## config.mk

```make
export PLATFORM = sky130hd
export DESIGN_NAME = radix2_divider
export DESIGN_NICKNAME = d
export VERILOG_FILES = /design/src/rtl/radix2_divider_pkg.sv /design/src/rtl/radix2_divider.sv
export SDC_FILE = /design/constraint.sdc
export NUM_CORES = 1
export LEC_CHECK = 0
export CAP_MARGIN = 20
export CORE_MARGIN = 2
export CORE_UTILIZATION = 45
export CTS_CLUSTER_DIAMETER = 150
export DETAILED_ROUTE_END_ITERATION = 10
export GPL_ROUTABILITY_DRIVEN = 0
export PLACE_DENSITY = 0.68
export SYNTH_ARGS = -nofsm -noshare
export SYNTH_HDL_FRONTEND = slang
export SYNTH_SLANG_ARGS = --single-unit
export TNS_END_PERCENT = 30
```

## constraint.sdc

```tcl
create_clock -name clk -period 4.5 [get_ports clk]
set_input_delay 0.9 -clock clk [delete_from_list [all_inputs] [get_ports clk]]
set_output_delay 0.9 -clock clk [all_outputs]
set_load 0.02 [all_outputs]
```

## src/rtl/radix2_divider_pkg.sv

```systemverilog
// Shared types for the radix-2 divider: 64/128-bit words, FSM state enum,
// and the iteration counter width used at the default operand width.
package radix2_divider_pkg;

    typedef logic [63:0]  u64;
    typedef logic [127:0] u128;

    typedef enum logic [1:0] {
        IDLE = 2'd0,
        BUSY = 2'd1,
        DONE = 2'd2
    } div_state_t;

    localparam int DIV_WIDTH = 64;
    localparam int DIV_CNT_W = $clog2(DIV_WIDTH);

endpackage

```

## src/rtl/radix2_divider.sv

```systemverilog
// Unsigned restoring radix-2 divider: one shift-subtract step per cycle, MSB first.
// Optional macro RADIX2_DIVIDER_FAST_PATH_EN finishes b=0 / a<b requests in one cycle.
//
// Handshake: the initiator raises valid and holds a/b stable until done pulses;
// dropping valid while BUSY aborts the operation and leaves res untouched.
module radix2_divider
    import radix2_divider_pkg::*;
#(
    parameter int WIDTH = DIV_WIDTH
) (
    input  logic               clk,
    input  logic               reset,
    input  logic               valid,
    input  logic [WIDTH-1:0]   a,
    input  logic [WIDTH-1:0]   b,
    output logic               done,
    output logic [2*WIDTH-1:0] res,
    output div_state_t         dbg_state
);

    localparam int CW = (WIDTH == DIV_WIDTH) ? DIV_CNT_W : $clog2(WIDTH);
    localparam logic [CW-1:0] LAST = CW'(WIDTH - 1);

    div_state_t state, state_nxt;

    logic [WIDTH:0]       r_q;
    logic [WIDTH-1:0]     q_q;
    logic [WIDTH-1:0]     b_q;
    logic [CW-1:0]        cnt_q;
    logic [2*WIDTH-1:0]   res_q;

    logic [WIDTH:0]       r_sh;
    logic [WIDTH:0]       r_step;
    logic [WIDTH-1:0]     q_step;
    logic                 ge;

    // Single restoring step on the shifted {R,Q} pair.
    always_comb begin
        r_sh   = {r_q[WIDTH-1:0], q_q[WIDTH-1]};
        ge     = (r_sh >= {1'b0, b_q});
        r_step = ge ? (r_sh - {1'b0, b_q}) : r_sh;
        q_step = {q_q[WIDTH-2:0], ge};
    end

    always_ff @(posedge clk or negedge reset) begin
        if (!reset) state <= IDLE;
        else        state <= state_nxt;
    end

    always_comb begin
        state_nxt = state;
        case (state)
            IDLE: begin
                if (valid) begin
`ifdef RADIX2_DIVIDER_FAST_PATH_EN
                    if ((b == '0) || (a < b)) state_nxt = DONE;
                    else                      state_nxt = BUSY;
`else
                    state_nxt = BUSY;
`endif
                end
            end
            BUSY: begin
                if (!valid)             state_nxt = IDLE;
                else if (cnt_q == LAST) state_nxt = DONE;
            end
            DONE:    state_nxt = IDLE;
            default: state_nxt = IDLE;
        endcase
    end

    always_ff @(posedge clk or negedge reset) begin
        if (!reset) begin
            r_q   <= '0;
            q_q   <= '0;
            b_q   <= '0;
            cnt_q <= '0;
            res_q <= '0;
        end else begin
            case (state)
                IDLE: begin
                    if (valid) begin
                        r_q   <= '0;
                        q_q   <= a;
                        b_q   <= b;
                        cnt_q <= '0;
`ifdef RADIX2_DIVIDER_FAST_PATH_EN
                        if (b == '0)  res_q <= {a, {WIDTH{1'b1}}};
                        else if (a < b) res_q <= {a, {WIDTH{1'b0}}};
`endif
                    end
                end
                BUSY: begin
                    if (valid) begin
                        r_q   <= r_step;
                        q_q   <= q_step;
                        cnt_q <= cnt_q + 1'b1;
                        // Result is captured on the final step so it is valid alongside done.
                        if (cnt_q == LAST) res_q <= {r_step[WIDTH-1:0], q_step};
                    end
                end
                default: ;
            endcase
        end
    end

    assign done      = (state == DONE);
    assign res       = res_q;
    assign dbg_state = state;

endmodule

```

Word-level counts from Yosys, hierarchy flattened:

Cells that the tools add are included.

* register bits after elaboration: 328
* logic and storage cells: 35
* memories kept: 0
* memory bits (writable): 0
* latch bits: 0
* output and inout port bits: 131
* bits in read-only memories: 0

* multiplexer cells: 14
* bitwise logic cells: 0
* $mul: 0
* equality and inequality tests: 6
* $lt $le $gt $ge: 1
* shift-type cells: 0
* add/subtract/negate cells: 2
* divide/modulo/power cells: 0
* reduce and logical (&&, ||, !) cells: 6

Operators by type and width (number)
* $mux 64: 5
* $pmux 64 s2: 2
* $ge 65x64->1: 1
* $sub 64x64->64: 1
* $mux 6: 2
* $pmux 6 s2: 1
* $add 6x1->6 const B: 1
* $eq 6x6->1 const B: 1
* $mux 2: 3
* $reduce_and 3->1: 2
* $ne 2x2->1 const B: 2
* $pmux 2 s2: 1
* $reduce_and 2->1: 2
* $ne 3x3->1 const B: 1
* $eq 2x1->1 const B: 1
* $eq 2x2->1 const B: 1
* $logic_not 2->1: 1
* $reduce_bool 2->1: 1

Longest topological paths before layout:

* word-level depth: 4
* mapped depth: 15
* depth with buffers taken out: 14

Least setup slack after synthesis:

Ideal clock, no wire load.

* kind: reg-to-reg
* start point: reg q_q[63]
* end point: reg res_q[126], in the netlist res[126]
* required time: 4.433 ns
* setup time: 0.067 ns
* slack: 1.494 ns
* data arrival time: 2.939 ns
* stages on the path, launching flop included: 15
* path buffers: 0
* cells stage by stage: dfrtp_1 > inv_1 > ha_1 > inv_1 > fa_1 > a21oi_1 > o211ai_1 > o211a_1 > nor2_1 > o211ai_1 > a211oi_1 > o31ai_1 > a21oi_1 > mux2_2 > nand3_2

* word-level cells in the longest chain between the ends: 2

RTL lines
* start, declared: RTL line radix2_divider.sv:27 `logic [WIDTH-1:0] q_q;`
* start signal, assigned: RTL line radix2_divider.sv:96 `q_q <= q_step;`
* $sub 64x64->64 / $ge 65x64->1 (equally long branches): RTL line radix2_divider.sv:41, radix2_divider.sv:40
* $mux 64 (*): RTL line radix2_divider.sv:41 `r_step = ge ? (r_sh - {1'b0, b_q}) : r_sh;`
* end signal, assigned: RTL line radix2_divider.sv:99 `if (cnt_q == LAST) res_q <= {r_step[WIDTH-1:0], q_step};`
* end, declared: RTL line radix2_divider.sv:30 `logic [2*WIDTH-1:0] res_q;`

Every way passes the cells marked *; elsewhere a longest branch is shown, timed or not.
A chain may end at the register's enable or synchronous reset.

Worst setup path in the final report:

* start point: reg r_q[13]
* end point: reg res_q[65], in the netlist res[65]

* word-level cells in the longest chain between the ends: 2

RTL lines
* start, declared: RTL line radix2_divider.sv:26 `logic [WIDTH:0] r_q;`
* start signal, assigned: RTL line radix2_divider.sv:95 `r_q <= r_step;`
* $ge 65x64->1: RTL line radix2_divider.sv:40 `ge = (r_sh >= {1'b0, b_q});`
* $mux 64: RTL line radix2_divider.sv:41

Every way passes these cells.

==> reports/results.txt <==
drt drc -> 0
CTS clk-pin slew, worst paths -> 0.06 ns
nets@finish -> 2383
Slew headroom -> 0.265
synth warn -> 0
Worst Setup Path Type -> flop to flop
cell mode on critical path -> o21ai_0
Initial Util -> 0.459
Critical Path AT -> 4.27 ns
Post-Place Cells -> 2656
postcts setup bufs -> 0
PwrDens -> 532 nW/um^2
initial antenna violation count -> 4
routed vias -> 14800
max-cap viol count -> 0
Final Max Tran Viols -> 0
CTS Hold Bufs -> 0
wire per inst -> 17.8 microns
Skew-Pair Late Insertion Delay -> 0.56 ns
Fin. Hold Viols -> 0
Final Cycle Share -> 0.856
syn_nets -> 2178
number of synthesized register bits -> 328
Worst path slowest cell -> o21a_1
Pleak -> 10.1 nW
die area -> 40100 sq um
# port buffers -> 261
Vias/cell -> 5.44
Post-Synthesis Cells -> 1981
CP Capture Type -> flop
status -> finished, final reports clean
Die H -> 200 microns
DRT Pass-1 Iters -> 5
Worst-Margin Slew -> 1.10 ns
sequential-to-total area share from yosys stat -> 0.474
CP Cell Sequence -> ha_1 -> a21oi_1 -> o21ai_0 -> a221o_1 -> or4_4 -> o21ai_2 -> o21a_2 -> o21a_1 -> buf_4 -> mux2i_1 -> o21ai_0
startpoint types -> flop
CTS Buf Count -> 38
Mean Syn Cell Area -> 8.74 sq um
unrepaired setup endpoints after global routing -> no
Worst EP required -> 4.92 ns
final setup TNS -> 0 ns
Max Buffers Root-to-Sink -> 3
Max Clock Freq -> 0.260 GHz
Post-synth ARST share -> 1.00
Core Box Area -> 37800 sq um
EDFF count, synth -> 0
Routed WL -> 48.5 mm
clk root buf -> clkbuf_16
drt initial violations -> 1018
row cnt -> 71
CTS tree -> yes
Max H-tree Level -> 2
commonest non-fill, non-tap cell in the layout -> nand2_1
DPL Wire Length -> 34.5 mm
GR Overflow Total -> 0
IO Pins -> 262
peak supply drop -> 263 uV
Top FF cell, synth -> dfrtp_1
most frequent cells in the layout -> 517 x nand2_1, 328 x dfrtp_1, 284 x o21ai_0, 260 x clkdlybuf4s50_1, 94 x a21oi_1
Netlist cell types -> 74
Antenna Cells -> 0
Period minus WS final -> 3.85 ns
Hold Path Class -> input port to async pin
via count of the first global-routing pass -> 14900
CTS resizes -> 0
Critical Path Max Stage Delay -> 0.62 ns
Mapped Area -> 17300 sq um
share of post-route cells with drive strength above 1 -> 0.0510
clock sink count -> 328
Final ANT Viol Nets -> 0
largest net degree at the start of global routing -> 110
first-pass GRT wire length -> 78.9 mm
clock skew -> 0.0177 ns
Area growth, synth to finish -> 24.9%
Total GRT Usage -> 0.241
crit-path max FO -> 19
Setup Viol. Count Final -> 0
final cell count without fillers -> 2725
Die W -> 200 microns
==> flip-flops by register name (all words and copies together) (netlist names) <==
signal	flops
dbg_state	2
r_q	64
cnt_q	6
q_q	64
b_q	64
res	128
==> stage by stage <==
step                      cell area, sq um  power, W  setup slack (ns)   util  hold slack (ns)
final                                21600    0.0115             0.650  0.573            0.367
after global routing                 21600    0.0122             0.290  0.573            0.427
after CTS                            21600    0.0115             0.611  0.572            0.400
after detailed placement             20300   0.00829             0.620  0.539            0.461
after global placement               20300   0.00820             0.727  0.539            0.457
after floorplan                      17300   0.00707              1.49      -            0.460
==> power breakdown <==
part	switching (W)	internal, W
Sequential	0.000280	0.00332
Clock	0.00126	0.00191
Combinational	0.00291	0.00182
Total	0.00445	0.00705
==> layer usage <==
layer / vias to the layer above / GRT usage / part of all wire / routed length [microns]
met5: - / 0 / 0.0012 / 56
met4: 8 / 0.0890 / 0.033 / 1590
met3: 102 / 0.0761 / 0.085 / 4100
met2: 440 / 0.377 / 0.44 / 21600
met1: 7080 / 0.315 / 0.44 / 21200
li1: 7190 / - / - / -
==> logic make-up after synthesis <==
kind of cell / share of synthesized area
adders and majority gates: 0.0481
and+or+nand+nor: 0.167
AOI/OAI and AO/OA: 0.180
DFF: 0.474
buffers and inverters: 0.0477
muxes: 0.0571
xor gates and xnor gates: 0.0263
==> Yosys cell counts, types with 6 or more instances <==
cell / number / area share
nand2_1: 518 / 0.11
dfrtp_1: 328 / 0.47
o21ai_0: 284 / 0.082
a21oi_1: 94 / 0.027
clkbuf_1: 94 / 0.020
mux2i_1: 91 / 0.053
inv_1: 87 / 0.019
ha_1: 65 / 0.047
nor2_1: 56 / 0.012
nand3_1: 28 / 0.0081
xnor2_1: 27 / 0.014
a21o_1: 26 / 0.011
xor2_1: 25 / 0.013
nand4_1: 20 / 0.0072
o21ai_1: 18 / 0.0052
and3_1: 13 / 0.0047
o21a_1: 13 / 0.0056
a31oi_1: 12 / 0.0043
and2_1: 11 / 0.0040
buf_2: 11 / 0.0032
o21bai_1: 10 / 0.0043
nor3_1: 9 / 0.0026
or3_1: 9 / 0.0033
a22o_1: 8 / 0.0040
nor2b_1: 8 / 0.0029
o211ai_1: 8 / 0.0035
and4_1: 7 / 0.0035
mux2_2: 7 / 0.0046
o31ai_1: 7 / 0.0030
buf_1: 6 / 0.0013
==> critical path: cells and delay by family (launching register included) <==
family | cells | cell delay (ns)
compound gates | 7 | 1.93
simple gates | 1 | 0.49
flops | 1 | 0.39
fa+ha+maj | 1 | 0.37
buf+inv | 1 | 0.30
mux | 1 | 0.24
==> final timing paths <==
check,start,endpoint,slack (ns),cells past startpoint
max,r_q[13]$_DFFE_PN0P_,res[65]$_DFFE_PN0P_,0.65,11
min,reset,res[67]$_DFFE_PN0P_,0.37,1
max reg2reg,r_q[13]$_DFFE_PN0P_,res[65]$_DFFE_PN0P_,0.65,11
min reg2reg,res[13]$_DFFE_PN0P_,res[13]$_DFFE_PN0P_,0.47,2
max in group asynchronous,reset,q_q[36]$_DFFE_PN0P_,3.16,2
min in group clk,res[13]$_DFFE_PN0P_,res[13]$_DFFE_PN0P_,0.47,2
==> cell type report <==
cell class              instances  area [sq um]
clock buffers                  56          1090
clock inverters                12           183
flip-flops and latches        328          8210
fillers                      3383         16100
inverters                      88           330
repair buffers                284          2860
multi-input cells            1446          8320
well taps                     511           639
Note: power is estimated with default switching activity, not from simulation.
